--- config.mk ---
export PLATFORM = sky130hd
export DESIGN_NAME = bit_flip_locate
export DESIGN_NICKNAME = d
export VERILOG_FILES = /design/src/rtl/bit_flip_locate.sv
export SDC_FILE = /design/constraint.sdc
export NUM_CORES = 1
export LEC_CHECK = 0
export CORE_MARGIN = 5
export CORE_UTILIZATION = 30
export CTS_BUF_LIST = sky130_fd_sc_hd__clkbuf_8
export DETAILED_ROUTE_END_ITERATION = 10
export GPL_TIMING_DRIVEN = 0
export PLACE_DENSITY_LB_ADDON = 0.12
export SETUP_SLACK_MARGIN = 0.1
export SKIP_LAST_GASP = 1
export SLEW_MARGIN = 15
export SYNTH_ARGS = -nofsm -noshare
export SYNTH_HDL_FRONTEND = slang
export SYNTH_SLANG_ARGS = --single-unit
--- constraint.sdc ---
create_clock -name clk -period 3.9 [get_ports clk]
set_input_delay 1.17 -clock clk [delete_from_list [all_inputs] [get_ports clk]]
set_output_delay 1.17 -clock clk [all_outputs]
set_load 0.02 [all_outputs]
--- src/rtl/bit_flip_locate.sv ---
// ---------------------------------------------------------------------------
// bit_flip_locate
//   Receive-side counterpart of the bit-flip injector. Compares a captured
//   reference word against a captured (possibly corrupted) word, one bit per
//   clock, and reports:
//   - the lowest flipped bit position;
//   - the number of flipped bits;
//   - a multi-flip flag.
//
//   Optional feature macro: BIT_FLIP_LOCATE_CORRECT_EN
//     When defined, out is the captured word with the located bit inverted
//     whenever exactly one bit was flipped. In every other case out is the
//     captured word unchanged.
//     When undefined, out is always the captured word and no correction
//     logic is built.
//
// Ports
//   clk         rising-edge clock
//   rst_n       asynchronous active-low reset
//   start       level; sampled only in IDLE, high captures the operands
//   ref_word    expected (uncorrupted) word
//   in          received, possibly flipped, word
//   busy        high in SCAN and DONE
//   done        one-cycle pulse; results valid from this cycle on
//   found       at least one bit differs
//   index       lowest differing bit position (0 if !found)
//   flip_count  number of differing bits, 0..WIDTH
//   multi       flip_count > 1
//   out         captured word, optionally single-bit corrected
// ---------------------------------------------------------------------------
module bit_flip_locate #(
    parameter  int WIDTH = 32,
    localparam int IDXW  = $clog2(WIDTH)
) (
    input  logic              clk,
    input  logic              rst_n,
    input  logic              start,
    input  logic [WIDTH-1:0]  ref_word,
    input  logic [WIDTH-1:0]  in,
    output logic              busy,
    output logic              done,
    output logic              found,
    output logic [IDXW-1:0]   index,
    output logic [IDXW:0]     flip_count,
    output logic              multi,
    output logic [WIDTH-1:0]  out
);

    localparam logic [IDXW-1:0] LAST = IDXW'(WIDTH - 1);

    typedef enum logic [1:0] {
        IDLE = 2'd0,
        SCAN = 2'd1,
        DONE = 2'd2
    } state_t;

    state_t           state, state_nxt;
    logic             capture;
    logic             scan_last;
    logic [IDXW-1:0]  cnt;
    logic [WIDTH-1:0] diff_q;
    logic [WIDTH-1:0] in_q;

    // State register
    always_ff @(posedge clk or negedge rst_n) begin
        if (!rst_n) state <= IDLE;
        else        state <= state_nxt;
    end

    // Next-state and control decode
    always_comb begin
        state_nxt = state;
        capture   = 1'b0;
        scan_last = 1'b0;
        case (state)
            IDLE: begin
                if (start) begin
                    capture   = 1'b1;
                    state_nxt = SCAN;
                end
            end
            SCAN: begin
                if (cnt == LAST) begin
                    scan_last = 1'b1;
                    state_nxt = DONE;
                end
            end
            DONE:    state_nxt = IDLE;
            default: state_nxt = IDLE;
        endcase
    end

    // Operand capture and serial scan datapath
    always_ff @(posedge clk or negedge rst_n) begin
        if (!rst_n) begin
            diff_q     <= '0;
            in_q       <= '0;
            cnt        <= '0;
            found      <= 1'b0;
            index      <= '0;
            flip_count <= '0;
            done       <= 1'b0;
        end else begin
            // done is set only on the final scan edge, so it drops
            // by itself on the DONE->IDLE edge.
            done <= scan_last;
            if (capture) begin
                diff_q     <= ref_word ^ in;
                in_q       <= in;
                cnt        <= '0;
                found      <= 1'b0;
                index      <= '0;
                flip_count <= '0;
            end else if (state == SCAN) begin
                if (diff_q[cnt]) begin
                    flip_count <= flip_count + (IDXW+1)'(1);
                    // Scan runs low to high, so the first hit is the lowest.
                    if (!found) begin
                        found <= 1'b1;
                        index <= cnt;
                    end
                end
                if (!scan_last) cnt <= cnt + IDXW'(1);
            end
        end
    end

    assign busy  = (state != IDLE);
    assign multi = (flip_count > (IDXW+1)'(1));

`ifdef BIT_FLIP_LOCATE_CORRECT_EN
    // Only a single flip is correctable. With more than one flip, the
    // located bit alone does not restore the word, so the captured
    // word is passed through unchanged.
    logic [WIDTH-1:0] fix_mask;
    assign fix_mask = (flip_count == (IDXW+1)'(1))
                      ? ({{(WIDTH-1){1'b0}}, 1'b1} << index) : '0;
    assign out = in_q ^ fix_mask;
`else
    assign out = in_q;
`endif

endmodule

=== After elaboration in Yosys (flattened, before gate mapping) ===
Index checks and enable logic that the tools add are counted.

* Register bits: 84
* Output and inout bits: 47
* Logic and storage cells: 49

* Add/sub/neg operators: 2
* Magnitude comparators: 2
* Eq/ne operators: 6
* Muxes and demuxes: 22
* Bitwise logic cells: 1
* Reductions and logical operators: 8

{| class="wikitable"
|+ Operators with widths
! kind !! count
|-
| 2-to-1 mux 5 bit || 7
|-
| bitwise XOR 32 bit || 1
|-
| 2-to-1 mux 6 bit || 3
|-
| 2-to-1 mux 1 bit || 8
|-
| adder 6 x 1 -> 6 bit, second input constant || 1
|-
| > comparator 6 x 1 -> 1 bit, second input constant || 1
|-
| < comparator 5 x 6 -> 1 bit, second input constant || 1
|-
| != test 2 bit, second input constant || 3
|-
| AND reduction 2 bit || 3
|-
| nonzero test 2 bit || 3
|-
| adder 5 x 1 -> 5 bit, second input constant || 1
|-
| binary-select mux 1 bit (select 5 bit) || 1
|-
| == test 5 bit, second input constant || 1
|-
| 2-to-1 mux 2 bit || 2
|-
| case mux 2 bit (2 select lines) || 1
|-
| AND reduction 3 bit || 1
|-
| == test 2 x 1 -> 1 bit, second input constant || 1
|-
| logical NOT 2 bit || 1
|-
| != test 2 x 1 -> 1 bit, second input constant || 1
|}

=== Longest topological paths before layout ===
Gate-level depths: netlist (run 1).

* Depth after elaboration: 6
* Depth in mapped cells: 7
* Mapped depth without buffers: 7

=== Least setup slack after synthesis (run 1) ===
OpenSTA, ideal clock, no wires.

* Path kind: register to output
* From: reg flip_count[0]
* To: out multi
* Data arrival time: 1.270 ns
* Slack: 1.460 ns
* Cell stages (with the launch flop): 4
* Cell sequence: dfrtp_1 -> inv_1 -> ha_1 -> o21ai_0

* Cells in the longest elaborated chain, start to end: 1

{| class="wikitable"
|+ RTL lines
! what !! line !! source
|-
| from (decl) || 44 || <nowiki>output logic [IDXW:0] flip_count,</nowiki>
|-
| from (signal assigned) || 116 || <nowiki>flip_count <= flip_count + (IDXW+1)'(1);</nowiki>
|-
| > comparator 6 x 1 -> 1 bit || 129 || <nowiki>assign multi = (flip_count > (IDXW+1)'(1));</nowiki>
|-
| to (decl) || 45 || <nowiki>output logic multi,</nowiki>
|}

Every way passes these cells.

=== Worst setup path after layout (run 1) ===
Ends and elaborated chain as after synthesis.

==> reports/results.txt, run 1 <==
DRC - 0
Ant. Diodes - 0
Worst Skew - 0.0118 ns
GRT overflow - 0
routability cong. - 0.749
core area - 12600 sq um
Layout Utilization - 42.8%
fin cells - 693
CP endpoint kind - output pin
Max rail drop VDD - 0.229 mV
crit path kind - reg2out
CP required - 2.73 ns
Slew Limit Fails - 0
Clock transition at path regs - 0.08 ns
IO buf count - 113
Area Overhead vs Synth - 39.7%
pwr/cell area - 702 nW/um^2
Worst-Skew Late Latency - 0.35 ns
CTS tree - built
post-route ant nets - 0
largest net degree at the start of global routing - 45
r2r endpoint - flip_count[1]
fin nets - 588
area of the multi-input gates - 1650 sq um
initial antenna violation count - 0
fmax - 330 MHz
most frequent cells in the layout - 141 x nand2_1, 112 x clkdlybuf4s50_1, 84 x dfrtp_1
CTS buffer count - 9
Pre-antenna DRT Iters - 4
dpl ws - 0.553 ns
hold path start - out[28]
WL/cell - 14.3 microns
fill count - 1286
Ys Warns - 0
Hold/Removal Path Class - reg2reg
Vias/cell - 4.40
leakage power - 2.49 nW
Root Driver - clkbuf_8
GRT Total Usage - 13.9%
CP arrival - 1.86 ns
die height - 124 microns
FF-to-FF setup slack - 1.39 ns
slew at the pin with the worst max-slew slack - 0.626 ns
CTS resizes - 0
Final min period - 3.03 ns
CTS Buffer Depth - 2
Post-Syn Area - 3870 sq um
setup ws final - 0.871 ns
CTS sink count - 84
largest delay contributor family on the critical path - buffers and inverters
Unique masters post-synth - 36
number of global-route vias before repair - 3221
DRT iter0 DRCs - 148
layout cells sized above 1 - 4.80%
die area - 15300 sq um
fin crit share - 77.7%
CTS hold repair buffers - 0
FF-to-FF path depth - 6
post-CTS setup repair buffer count - 0
first-pass GRT wire length - 16200 microns
row cnt - 41
slowest CP cell - clkdlybuf4s50_1
Slew HR - 58.3%
final setup vio count - 0
Mapped Avg Cell Area - 9.89 sq um
placed cells - 677
# H-tree levels - 3
commonest non-fill, non-tap cell in the layout - nand2_1
Mapped Cells - 391
via count - 3047
Hold Path End - out[28]
post-synth net total - 463
CP Max Fanout - 8
Post-Route WL - 9930 microns
Seq. cell area - 2100 sq um
RSZ-0062 raised after global routing - false
outcome - finished, final reports clean
WHS Path Cells - 2
die width - 124 microns
Buffers & Inverters on Critical Path - 2
critical-path cell list - inv_1 > ha_1 > o21ai_0 > clkdlybuf4s50_1
setup TNS after final layout - 0 ns
hpwl dp - 7560 microns
Yosys reg bits - 84
Seq/Total Area, Yosys - 54.3%
CP Launch Type - register
Initial Utilization - 30.7%
Hold Vio Cnt, Final - 0
max incr delay on CP - 0.62 ns
num ports - 114
Crit Reg-Reg Startpoint - cnt[0]
Max-Cap Viols - 0
-- synth_stat cells, drive strengths merged --
cell type    n  share of area, %
nand2      141                14
dfrtp       84                54
o21ai       34               4.4
xnor2       34               7.7
clkbuf      15               1.5
mux2i       15               3.9
nor2        10              0.97
inv          9              0.87
mux4         6               3.9
ha           5               1.6
nand3        5              0.65
buf          4              0.61
nand4        4              0.81
and2         3              0.49
mux2         3              0.87
nand2b       2              0.32
or4          2              0.39
a21oi        1              0.13
a31oi        1              0.16
a41o         1              0.26
and3         1              0.16
nand3b       1              0.19
nor2b        1              0.16
nor4         1              0.16
o2111a       1              0.29
o2111ai      1              0.23
o221a        1              0.29
o221ai       1              0.23
o22a         1              0.23
o22ai        1              0.16
o31ai        1              0.19
xor2         1              0.23
-- cell type report --
type                       count  share of cell area (%)
timing repair buffer         114                    21.3
buffer                        19                    1.48
tap                          172                    3.98
inverter                       9                   0.625
clock buffer                  10                    2.55
clock inverter                 6                   0.602
multi-input combinational    279                    30.6
sequential                    84                    38.9
-- metrics by stage --
| step | instance area [sq um] | total power [mW] | hold WS (ns) |
|---|---|---|---|
| finish | 5400 | 3.79 | 0.477 |
| global route | 5400 | 4.08 | 0.499 |
| CTS | 5400 | 3.86 | 0.482 |
| detailed placement | 5230 | 3.29 | 0.463 |
| global placement | 5220 | 3.25 | 0.456 |
| floorplan | 3870 | 2.50 | 0.442 |
-- report_power, final --
group,switching [mW],internal [mW]
Clock,0.310,0.242
Combinational,0.905,0.842
Sequential,0.244,1.25
Total,1.46,2.34
-- worst reg2reg max path, cell delays in order (launching register included) --
cell       delay (ns)
dfrtp_1          0.49
buf_6            0.22
mux4_2           0.52
mux2i_1          0.24
o2111ai_1        0.30
nand3_1          0.28
mux2_2           0.35
-- kinds of logic after synthesis --
group | after synthesis | synth area share (%)
adders and majority gates | 5 | 1.62
muxes | 24 | 8.63
DFF | 84 | 54.3
and+or+nand+nor | 171 | 18.0
AOI/OAI and AO/OA | 44 | 6.57
buffers and inverters | 28 | 2.94
xor gates and xnor gates | 35 | 7.92
-- per-layer routing --
layer	vias to the layer above	share of wire, %	GRT usage (%)
li1	1533	-	-
met1	1431	47	18.8
met2	72	46	21.8
met3	11	5.3	2.79
met4	0	1.8	5.95
met5	-	0	0
-- state kept, by name, indices dropped and copies added, names as in the netlist --
| signal | count |
|---|---|
| diff_q | 32 |
| out | 32 |
| flip_count | 6 |
| cnt | 5 |
| index | 5 |
| state | 2 |
| done | 1 |
| found | 1 |
-- worst max-delay path by stage --
stage                  startpoint  endpoint  slack [ns]  cells past startpoint
CTS                 flip_count[0]     multi        0.83                      4
floorplan           flip_count[0]     multi        1.46                      3
global placement            rst_n   out[26]       -1.60                      1
detailed placement          start   out[18]        0.55                      7
global route        flip_count[0]     multi        0.73                      4
finish              flip_count[0]     multi        0.87                      4
No activity file was read; power rests on OpenSTA's default activity.
==> run 2, diff against run 1 <==
- clock period: 3.9 -> 2.7 ns (I/O delays scaled with it)
==> run 2 against run 1 <==
  * Worst setup slack got worse by 0.64 ns
  * Via count barely moved
  * Final cell count unchanged
  * First-iteration DRC count is 2.7% lower
  * Register-to-register slack got worse by 1.2 ns
  * Largest cell class unchanged
==> reports/results.txt, run 2 (synthesis gave the netlist of run 1 again) <==
Pwr Total - 5.49 mW
Clock transition at path regs - 0.09 ns
die width - 124 microns
# H-tree levels - 3
Pre-antenna DRT Iters - 4
Post-Route WL - 9970 microns
CTS buffer count - 9
Area Overhead vs Synth - 39.8%
slowest CP cell - mux4_2
Post-DP Area - 5230 sq um
num ports - 114
die height - 124 microns
CP Launch Type - register
DRC - 0
DRT iter0 DRCs - 144
CTS sink count - 84
fin cells - 693
Final min period - 2.47 ns
final instance area - 5410 sq um
Sw Ratio - 38.5%
CP Max Fanout - 10
fin nets - 588
met2 WL post-DR - 4590 microns
core area - 12600 sq um
row cnt - 41
initial antenna violation count - 0
Initial Utilization - 30.7%
P_sw - 2.11 mW
WL/cell - 14.4 microns
GRT Total Usage - 13.9%
Comb power frac - 46.0%
CP required - 2.95 ns
leakage power - 2.49 nW
Root Driver - clkbuf_8
fill count - 1284
crit path kind - reg2reg
fin crit share - 91.4%
outcome - finished, final reports clean
Hold Vio Cnt, Final - 0
Slew Limit Fails - 0
Fin Hold WS - 0.451 ns
FF-to-FF setup slack - 0.23 ns
Met1 Wirelength - 4670 microns
largest net degree at the start of global routing - 45
Ant. Diodes - 0
CP arrival - 2.71 ns
clock network power share - 14.6%
Worst-Skew Late Latency - 0.36 ns
die area - 15300 sq um
post-route ant nets - 0
GRT overflow - 0
Slew HR - 59.8%
placed cells - 677
met3 wire len - 537 microns
sequential share of power - 39.4%
Max-Cap Viols - 0
Max rail drop VDD - 0.331 mV
pwr/cell area - 1010 nW/um^2
RSZ-0062 raised after global routing - false
CTS resizes - 3
commonest non-fill, non-tap cell in the layout - nand2_1
CTS Buffer Depth - 2
slew at the pin with the worst max-slew slack - 0.603 ns
CTS hold repair buffers - 0
layout cells sized above 1 - 5.57%
routability cong. - 0.749
fmax - 405 MHz
IO buf count - 113
max incr delay on CP - 0.52 ns
CTS tree - built
first-pass GRT wire length - 16200 microns
final setup vio count - 0
Vias/cell - 4.40
CP endpoint kind - register
critical-path cell list - buf_6 > mux4_2 > mux2i_1 > o2111ai_1 > nand3_2 > mux2_2
number of global-route vias before repair - 3221
hpwl dp - 7560 microns
post-CTS setup repair buffer count - 0
most frequent cells in the layout - 141 x nand2_1, 111 x clkdlybuf4s50_1, 83 x dfrtp_1
setup TNS after final layout - 0 ns
cell-internal power - 3.37 mW
Worst Skew - 0.0144 ns
via count - 3049
Hold/Removal Path Class - in2async
top routing layer used - met4
-- run 2: changes by cell type in the layout (fill, tap and decap cells not counted) --
cell and change:
nand3_1 -1, nand3_2 +1, clkbuf_2 +2, clkbuf_1 -2, dfrtp_2 +1, clkdlybuf4s50_1 -1
dlygate4sd2_1 +1, dfrtp_1 -1
-- run 2: stage by stage --
stage / worst slack (ns) / utilization [%]
3_3_place_gp: -2.44 / 41.3
2_1_floorplan: 0.580 / -
4_1_cts: 0.191 / 42.8
5_1_grt: 0.110 / 42.9
3_5_place_dp: -0.287 / 41.5
6_report: 0.233 / 42.9
-- run 2: final timing paths --
| kind | start | endpoint | depth (start not counted) |
|---|---|---|---|
| max | cnt[0] | flip_count[1] | 6 |
| min in group clk | diff_q[17] | diff_q[17] | 2 |
| max in group asynchronous | rst_n | diff_q[25] | 2 |
| min | rst_n | out[13] | 1 |
| min reg2reg | diff_q[17] | diff_q[17] | 2 |
| max reg2reg | cnt[0] | flip_count[1] | 6 |
-- run 2: metal layers --
metal | vias to the layer above | global-route usage [%]
li1 | 1535 | -
met1 | 1429 | 18.8
met2 | 74 | 21.8
met3 | 11 | 2.79
met4 | 0 | 5.95
met5 | - | 0
-- run 2: power groups by stage --
stage	Combinational, mW	Sequential, mW	Clock (mW)
6_report	2.52	2.16	0.801
5_1_grt	2.77	2.24	0.882
4_1_cts	2.57	2.17	0.835
3_5_place_dp	2.57	2.19	0
3_3_place_gp	2.53	2.17	0
2_1_floorplan	1.15	2.46	0
-- run 2: area by class of cell --
type	count	area (sq um)	area share, %
Timing Repair Buffer	114	1150	21.2
Sequential cell	84	2100	38.9
Multi-Input combinational cell	279	1660	30.6
Buffer	19	82.6	1.53
Clock inverter	6	32.5	0.601
Tap cell	172	215	3.98
Clock buffer	10	138	2.54
Inverter	9	33.8	0.624
-- run 2: critical path: cells and delay by family (launching register included) --
family	cells	cell delay, ns
multiplexers	3	1.11
AO/OA/AOI/OAI	1	0.31
AND/OR/NAND/NOR	1	0.23
flip-flops	1	0.49
buffers and inverters	1	0.22
==> run 3, diff against run 2 <==
- CTS_CLUSTER_SIZE: not set -> 28
- GPL_ROUTABILITY_DRIVEN: not set -> 0
- clock period: 2.7 -> 2.8 ns (I/O delays scaled with it)
==> run 3 against run 2 <==
  * Critical path depth unchanged
  * Largest power group unchanged
  * Critical endpoint unchanged
  * Highest routed layer unchanged
  * Global-route usage unchanged
  * Largest cell class unchanged
  * Clock power decreased by 4.0%
==> reports/results.txt, run 3 (synthesis gave the netlist of run 1 again) <==
fmax - 398 MHz
placed cells - 677
Worst-Skew Late Latency - 0.35 ns
WL/cell - 14.3 microns
die width - 124 microns
CTS buffer count - 9
slowest CP cell - mux4_2
Slew Limit Fails - 0
CTS Buffer Depth - 2
crit path kind - reg2reg
core area - 12600 sq um
leakage power - 2.49 nW
DRC - 0
Final min period - 2.51 ns
# H-tree levels - 3
row cnt - 41
die height - 124 microns
Post-Route WL - 9930 microns
Fin Hold WS - 0.477 ns
CP endpoint kind - register
fin cells - 693
Pre-antenna DRT Iters - 4
num ports - 114
first-pass GRT wire length - 16200 microns
GRT overflow - 0
Clock transition at path regs - 0.09 ns
Worst Skew - 0.0118 ns
IO buf count - 113
largest net degree at the start of global routing - 45
pwr/cell area - 977 nW/um^2
commonest non-fill, non-tap cell in the layout - nand2_1
slew at the pin with the worst max-slew slack - 0.604 ns
largest delay contributor family on the critical path - multiplexers
CP Launch Type - register
initial antenna violation count - 0
GRT Total Usage - 13.9%
Area Overhead vs Synth - 39.7%
setup TNS after final layout - 0 ns
Slew HR - 59.7%
Layout Utilization - 42.8%
fin crit share - 89.8%
hpwl dp - 7560 microns
CP required - 3.05 ns
Hold/Removal Path Class - in2async
most frequent cells in the layout - 141 x nand2_1, 111 x clkdlybuf4s50_1, 83 x dfrtp_1
Vias/cell - 4.40
Max rail drop VDD - 0.319 mV
CTS sink count - 84
CTS hold repair buffers - 0
CP arrival - 2.76 ns
Hold Vio Cnt, Final - 0
outcome - finished, final reports clean
Initial Utilization - 30.7%
CP Max Fanout - 10
via count - 3050
DRT iter0 DRCs - 146
Root Driver - clkbuf_8
max incr delay on CP - 0.52 ns
Max-Cap Viols - 0
RSZ-0062 raised after global routing - false
Buffers & Inverters on Critical Path - 1
critical-path cell list - buf_6 > mux4_2 > mux2i_1 > o2111ai_1 > nand3_1 > mux2_2
number of global-route vias before repair - 3221
CTS tree - built
layout cells sized above 1 - 5.18%
Ant. Diodes - 0
post-route ant nets - 0
fin nets - 588
die area - 15300 sq um
final setup vio count - 0
-- run 3: what timing repair did --
| item | in CTS | in global routing |
|---|---|---|
| gates resized for setup | 2 | 2 |
| endpoints found under the hold margin | 0 | 0 |
| buffers inserted | 0 | 0 |
| setup endpoints to repair | 1 | 4 |
-- run 3: through the flow --
stage | total power, mW | setup WS [ns] | area, sq um
after floorplan | 3.49 | 0.680 | 3870
after global placement | 4.53 | -2.37 | 5220
after detailed placement | 4.58 | -0.217 | 5230
after CTS | 5.37 | 0.156 | 5400
after global routing | 5.68 | 0.149 | 5400
final | 5.28 | 0.286 | 5400
-- run 3: routing by layer --
layer / share of wire (%) / up-vias / wire length [microns] / track usage [%]
met5: 0 / - / 0 / 0
li1: - / 1535 / - / -
met3: 5.3 / 11 / 529 / 2.79
met1: 47 / 1430 / 4640 / 18.8
met2: 46 / 74 / 4580 / 21.8
met4: 1.8 / 0 / 183 / 5.95
-- run 3: final timing paths --
path	start	to	slack, ns	cells after the start
worst min register to register	out[28]	out[28]	0.48	2
worst min-delay path	rst_n	out[13]	0.48	1
min in group clk	out[28]	out[28]	0.48	2
max in group asynchronous	rst_n	diff_q[25]	1.68	2
worst max register to register	cnt[0]	flip_count[1]	0.29	6
worst max-delay path	cnt[0]	flip_count[1]	0.29	6
-- run 3: worst register-to-register path, cell delays in order (launching register included) --
cell	delay, ns
dfrtp_1	0.49
buf_6	0.22
mux4_2	0.52
mux2i_1	0.24
o2111ai_1	0.30
nand3_1	0.28
mux2_2	0.35
-- run 3: layout make-up --
| class | count | area [sq um] |
|---|---|---|
| Multi-Input combinational cell | 279 | 1650 |
| Sequential cell | 84 | 2100 |
| Timing Repair Buffer | 114 | 1150 |
| Tap cell | 172 | 215 |
| Inverter | 9 | 33.8 |
| Clock inverter | 6 | 32.5 |
| Fill cell | 1285 | 7220 |
| Buffer | 19 | 81.3 |
| Clock buffer | 10 | 138 |
-- run 3: power breakdown --
part           internal, mW  switching (mW)
Clock                 0.337           0.432
Sequential             1.75           0.339
Combinational          1.17            1.26
